`src/rtl/serial_subtractor.sv`:
```
// serial_subtractor: digit-serial out = in1 - in2, DIGIT bits per clock, LSB first,
// with start/busy/done handshake and borrow/overflow/zero/negative flags.
module serial_subtractor #(
    parameter int WIDTH = 32,
    parameter int DIGIT = 4
) (
    input  logic             clk,
    input  logic             rst,
    input  logic             start,
    input  logic [WIDTH-1:0] in1,
    input  logic [WIDTH-1:0] in2,
    output logic             busy,
    output logic             done,
    output logic [WIDTH-1:0] out,
    output logic             borrow,
    output logic             overflow,
    output logic             zero,
    output logic             negative
);
    localparam int N  = WIDTH / DIGIT;
    localparam int CW = N > 1 ? $clog2(N) : 1;

    typedef enum logic [1:0] {IDLE, RUN, DONE} state_t;

    state_t           state, state_next;
    logic [WIDTH-1:0] a, b, acc, acc_next;
    logic [CW-1:0]    cnt;
    logic             carry, msb1, msb2, accept, last;
    logic [DIGIT:0]   sum;

    assign accept = start && state != RUN;
    assign last   = cnt == CW'(N - 1);
    assign busy   = state == RUN;
    assign done   = state == DONE;

    // subtract as A + ~B + 1: the +1 enters as the initial carry
    assign sum      = {1'b0, a[DIGIT-1:0]} + {1'b0, ~b[DIGIT-1:0]} + {{DIGIT{1'b0}}, carry};
    assign acc_next = WIDTH'({sum[DIGIT-1:0], acc} >> DIGIT);

    always_comb begin
        state_next = state;
        case (state)
            IDLE:    state_next = start ? RUN : IDLE;
            RUN:     state_next = last ? DONE : RUN;
            DONE:    state_next = start ? RUN : IDLE;
            default: state_next = IDLE;
        endcase
    end

    always_ff @(posedge clk or posedge rst) begin
        if (rst) state <= IDLE;
        else     state <= state_next;
    end

    always_ff @(posedge clk or posedge rst) begin
        if (rst) begin
            a        <= '0;
            b        <= '0;
            acc      <= '0;
            cnt      <= '0;
            carry    <= 1'b0;
            msb1     <= 1'b0;
            msb2     <= 1'b0;
            out      <= '0;
            borrow   <= 1'b0;
            overflow <= 1'b0;
            zero     <= 1'b0;
            negative <= 1'b0;
        end else if (accept) begin
            a     <= in1;
            b     <= in2;
            acc   <= '0;
            cnt   <= '0;
            carry <= 1'b1;
            msb1  <= in1[WIDTH-1];
            msb2  <= in2[WIDTH-1];
        end else if (state == RUN) begin
            a     <= a >> DIGIT;
            b     <= b >> DIGIT;
            acc   <= acc_next;
            carry <= sum[DIGIT];
            cnt   <= cnt + 1'b1;
            if (last) begin
                out      <= acc_next;
                borrow   <= ~sum[DIGIT];
                overflow <= (msb1 != msb2) && (acc_next[WIDTH-1] != msb1);
                zero     <= acc_next == '0;
                negative <= acc_next[WIDTH-1];
            end
        end
    end
endmodule

```
`config.mk`:
```
export PLATFORM = sky130hd
export DESIGN_NAME = serial_subtractor
export DESIGN_NICKNAME = d
export VERILOG_FILES = /design/src/rtl/serial_subtractor.sv
export SDC_FILE = /design/constraint.sdc
export NUM_CORES = 1
export LEC_CHECK = 0
export CAP_MARGIN = 20
export CORE_MARGIN = 4
export CORE_UTILIZATION = 40
export DETAILED_ROUTE_END_ITERATION = 10
export HOLD_SLACK_MARGIN = 0.02
export PLACE_DENSITY_LB_ADDON = 0.3
export SLEW_MARGIN = 10
export SYNTH_ARGS = -nofsm -noshare
export SYNTH_HDL_FRONTEND = slang
export SYNTH_SLANG_ARGS = --single-unit
```
`constraint.sdc`:
```
create_clock -name clk -period 12.7 [get_ports clk]
set_input_delay 1.905 -clock clk [delete_from_list [all_inputs] [get_ports clk]]
set_output_delay 1.905 -clock clk [all_outputs]
set_load 0.05 [all_outputs]
```
==> results of run 1 <==
-- state kept, by name, indices dropped and copies added (netlist names) --
name	flops
state	2
msb1	1
zero	1
a	32
out	32
cnt	3
borrow	1
acc	28
carry	1
msb2	1
b	32
overflow	1
-- Yosys cell counts, types with 2 or more instances --
cell / number / share of area, %
inv_1: 11 / 0.70
a21oi_1: 2 / 0.17
buf_4: 4 / 0.51
buf_2: 20 / 1.7
nor2b_1: 2 / 0.21
clkbuf_1: 7 / 0.45
nor3_1: 2 / 0.17
nor4_1: 7 / 0.74
mux2i_1: 64 / 11
nand3b_1: 3 / 0.38
buf_6: 7 / 1.3
fa_1: 2 / 0.68
nand2_1: 201 / 13
mux2_2: 3 / 0.57
nor2_1: 8 / 0.51
o21ai_0: 90 / 7.6
ha_1: 5 / 1.1
nand3_1: 6 / 0.51
o21ai_1: 2 / 0.17
dfrtp_1: 135 / 57
-- critical path, delay by kind of cell, from the launching register on --
kind                   cells  cell delay (ps)
AND/OR/NAND/NOR            1              320
buffers and inverters      2             1520
flip-flops                 1              390
-- path summary, 6_finish.rpt --
path                           from      to  slack [ps]  depth (start not counted)
min reg2reg                  out[7]  out[7]         470                          2
max in group asynchronous       rst    b[5]        9420                          3
min                          out[7]  out[7]         470                          2
max                        state[1]    busy        8130                          3
max reg2reg                state[1]  acc[4]       10220                          4
min in group asynchronous       rst   a[30]        1930                          2
-- per-layer routing --
metal  global-route usage, %  vias to the layer above  wire length (um)
li1                        -                     2152                 -
met5                       0                        -                 0
met4                    5.74                        0               172
met2                    24.3                      113              5790
met3                    4.95                       17               792
met1                    21.3                     2066              5660
-- report_power, final --
| part | internal, mW | switching (mW) |
|---|---|---|
| Combinational | 0.255 | 0.481 |
| Clock | 0.329 | 0.186 |
| Sequential | 0.614 | 0.125 |
| Total | 1.20 | 0.791 |
-- kinds of logic after synthesis --
group | count (synthesis) | share of synthesized area (%)
mux | 67 | 11.4
buf+inv | 51 | 4.84
xor+xnor | 1 | 0.149
simple gates | 235 | 16.0
flops | 135 | 57.3
compound gates | 98 | 8.47
fa+ha+maj | 7 | 1.74
-- cells in the final DEF, fill, tap and decap left out, types with 6 or more instances in the layout --
cell type,Yosys,layout
clkbuf_16,0,17
clkdlybuf4s50_1,0,103
dfrtp_1,135,135
inv_1,11,10
mux2i_1,64,64
nand2_1,201,201
nand3_1,6,6
nor2_1,8,8
nor4_1,7,7
o21ai_0,90,90
-- through the flow --
stage | std cells | util, % | setup WS [ps] | power (mW)
finish | 879 | 52.4 | 8130 | 1.99
global route | 879 | 52.4 | 7960 | 2.14
CTS | 879 | 52.4 | 8120 | 2.01
detailed placement | 847 | 48.1 | 8560 | 1.49
global placement | 847 | 48.1 | 8600 | 1.47
floorplan | 594 | - | 7180 | 1.26
-- area by class of cell --
class	count	share of cell area [%]
Multi-Input combinational cell	408	29.4
Clock buffer	17	5.61
Clock inverter	15	2.67
Inverter	12	0.693
Timing Repair Buffer	108	14.1
Sequential cell	135	44.5
Tap cell	184	3.03
==> flow_summary.ini, run 1 <==
[sta]
tightest_slew_ps = 942
min_period_over_period_pct = 36.0
hold_viol = 0
hold_slack_ps = 471
fmax_ghz = 0.219
fin_skew_ps = 9.16
rsz0062_at_grt = false
setup_viol = 0
period_minus_slack_ps = 4570
tns_ps = 0
slew_headroom_pct = 37.1
drv_slew = 0

[clock_tree]
max-clock-path-buffers = 2
cts_tree = done
numClockSinks = 135
htree_levels = 4
cts-root-buf = clkbuf_16
clk_pin_slew_worst_paths_ps = 60
cts-buffers-inserted = 17
hold_buffers = 0
postCtsSetupRepairBufs = 0
clk-insertion-delay-late_ps = 410
cts_resized = 0

[setup_path]
arrival_ps = 2670
crit_path_end_kind = output pin
slowest_delay_ps = 930
worstSetupPathType = flip-flop to output pin
required_ps = 10800
cp_max_fo = 86
crit_path_start_kind = flip-flop
crit_chain = nand2b_1 > inv_4 > clkdlybuf4s50_1
cp_slowest_cell = clkdlybuf4s50_1

[final_layout]
final_area_um2 = 7590
area_growth_pct = 28.7
num-nets-final = 756
antenna_cells = 0
multiInputGateArea_um2 = 2230
drive_above_1_share_pct = 6.04
nFillCells = 1318
register_area_um2 = 3380

[floorplan]
ios = 105
initial_utilization_pct = 40.7
die_area_um2 = 16700
core_um2 = 14500
die_h_um = 129
die_x_um = 129
num_rows = 44

[grt]
grt_pass1_wl_um = 21100
antenna_found_initial = 0
overflow = 0
grt_max_degree = 93
grt_pass1_vias = 4383
grt.total_usage_pct = 15.9

[yosys]
synth_ff_type = dfrtp_1
synth_area_um2 = 5890
synth-async-reset-ratio_pct = 100
synth_seq_cells = 135
synth_seq_area_share_pct = 57.3
syn_nets = 668
synth_cells = 594
synth_warnings = 0
syn_area_per_cell_um2 = 9.92
synth-edff-count = 0
yosysUniqueCellTypes = 33

[status]
outcome = complete, no violations

[placed_design]
post_dp_cell_area_um2 = 6960
place_hpwl_um = 8420
numPortBuffers = 104
place_congestion = 0.806

[power]
vdd_ir_drop_max_v = 0.000111
leakagePower_nw = 3.54
p_per_area_nw_per_um2 = 262

[routing]
drc = 0
via_per_inst = 4.95
first_pass_iters = 4
final_antenna_net_count = 0
vias = 4348
totalWireLength_um = 12400
drt_iter0_drc = 230
wl_per_cell_um = 14.1

[hold_path]
hp-class = flip-flop to flip-flop

[run]
drv_cap = 0
Note: power is estimated with default switching activity, not from simulation.
==> run 2: changes to the inputs <==
==> constraint.sdc (replaced) <==
create_clock -name clk -period 4.75 [get_ports clk]
set_input_delay 0.7125 -clock clk [delete_from_list [all_inputs] [get_ports clk]]
set_output_delay 0.7125 -clock clk [all_outputs]
set_load 0.05 [all_outputs]
==> flow_summary.ini, run 2 (synthesis gave the netlist of run 1 again) <==
[clock_tree]
cts_resized = 0
clk_pin_slew_worst_paths_ps = 60
hold_buffers = 0
htree_levels = 4
postCtsSetupRepairBufs = 0
cts-buffers-inserted = 17
cts-root-buf = clkbuf_16
max-clock-path-buffers = 2
numClockSinks = 135
cts_tree = done
clk-insertion-delay-late_ps = 410

[floorplan]
ios = 105
initial_utilization_pct = 40.7
core_um2 = 14500
die_h_um = 129
die_area_um2 = 16700
num_rows = 44
die_x_um = 129

[grt]
grt_max_degree = 107
grt_pass1_vias = 4354
antenna_found_initial = 0
grt.total_usage_pct = 15.5
grt_pass1_wl_um = 20600
overflow = 0

[power]
power_mw = 5.26
leakagePower_nw = 3.53
p_per_area_nw_per_um2 = 695
vdd_ir_drop_max_v = 0.000291

[placed_design]
post_dp_cell_area_um2 = 6960
place_congestion = 0.772
detailedPlace.worstSlack_ps = 1800
place_hpwl_um = 8320
numPortBuffers = 104

[sta]
tightest_slew_ps = 951
min_period_over_period_pct = 71.5
setup_slack_ps = 1350
period_minus_slack_ps = 3400
rsz0062_at_grt = false
setup_viol = 0
slew_headroom_pct = 36.6
drv_slew = 0
fin_skew_ps = 10.3
tns_ps = 0
fmax_ghz = 0.294
hold_viol = 0

[run]
drv_cap = 0

[final_layout]
final_common_cell = nand2_1
final_cell_mix = nand2_1, dfrtp_1, clkdlybuf4s50_1
final_area_um2 = 7560
num-nets-final = 756
drive_above_1_share_pct = 5.90
register_area_um2 = 3380
multiInputGateArea_um2 = 2230
area_growth_pct = 28.2
antenna_cells = 0
nFillCells = 1310
largest_registers = a: 32 flops, b: 32 flops, out: 32 flops

[setup_path]
worstSetupPathType = flip-flop to output pin
crit_family = buffers and inverters
crit_path_end_kind = output pin
cp.buffers_inverters = 2
reg2reg_slack_ps = 2310
cp_slowest_cell = clkdlybuf4s50_1
slowest_delay_ps = 930
r2r_end = acc[10]
arrival_ps = 2680
reg2reg_from = state[1]
cp_max_fo = 88
worstRegToRegCells = 4
required_ps = 4040
crit_chain = nand2b_1 > inv_4 > clkdlybuf4s50_1
crit_path_start_kind = flip-flop

[hold_path]
hp-class = flip-flop to flip-flop
min_from = out[2]
hold-path-endpoint = out[2]
worstHoldPathCells = 2

[routing]
final_antenna_net_count = 0
totalWireLength_um = 12200
vias = 4315
drc = 0
wl_per_cell_um = 13.9
via_per_inst = 4.91
first_pass_iters = 4
drt_iter0_drc = 165

[status]
outcome = complete, no violations
==> run 2: cell count changes in the layout (fill, tap and decap cells not counted), sizes merged <==
| cell | change |
|---|---|
| clkbuf | +2 |
| inv | -2 |
| bufinv | -1 |
| clkinvlp | +1 |
==> run 2: how the worst max path moves through the flow <==
stage | startpoint | end | slack [ps] | cells past startpoint
floorplan | rst | a[0] | 430 | 1
global placement | state[1] | busy | 1840 | 3
detailed placement | state[1] | busy | 1800 | 3
CTS | state[1] | busy | 1350 | 3
global route | state[1] | busy | 1210 | 3
finish | state[1] | busy | 1350 | 3
==> run 2: area by class of cell <==
class                      instances  share of cell area [%]
clock buffer                      19                    5.86
sequential                       135                    44.7
timing repair buffer             108                    14.1
tap                              184                    3.05
inverter                          12                   0.695
multi-input combinational        408                    29.5
clock inverter                    13                    2.05
==> run 2: through the flow <==
step / cells / util [%] / hold slack [ps]
after floorplan: 594 / - / 449
after global placement: 847 / 48.1 / 462
after detailed placement: 847 / 48.1 / 463
after CTS: 879 / 52.2 / 476
after global routing: 879 / 52.2 / 496
final: 879 / 52.2 / 472
==> run 2: metal layers <==
metal	wire length [um]	vias to the layer above	GRT usage, %
met5	0	-	0
met4	105	0	4.26
met3	832	11	5.89
met2	5810	103	24.5
met1	5470	2053	20.2
li1	-	2148	-
==> run 2: report_power, final <==
part | internal, mW | switching [mW] | total (mW)
combinational | 0.684 | 1.29 | 1.97
clock | 0.835 | 0.479 | 1.31
sequential | 1.64 | 0.327 | 1.97
==> run 2: worst reg2reg max path, stage by stage, from the launching register on <==
cell	delay, ps
dfrtp_1	390
nand2b_1	320
inv_4	600
buf_4	720
o21ai_0	260
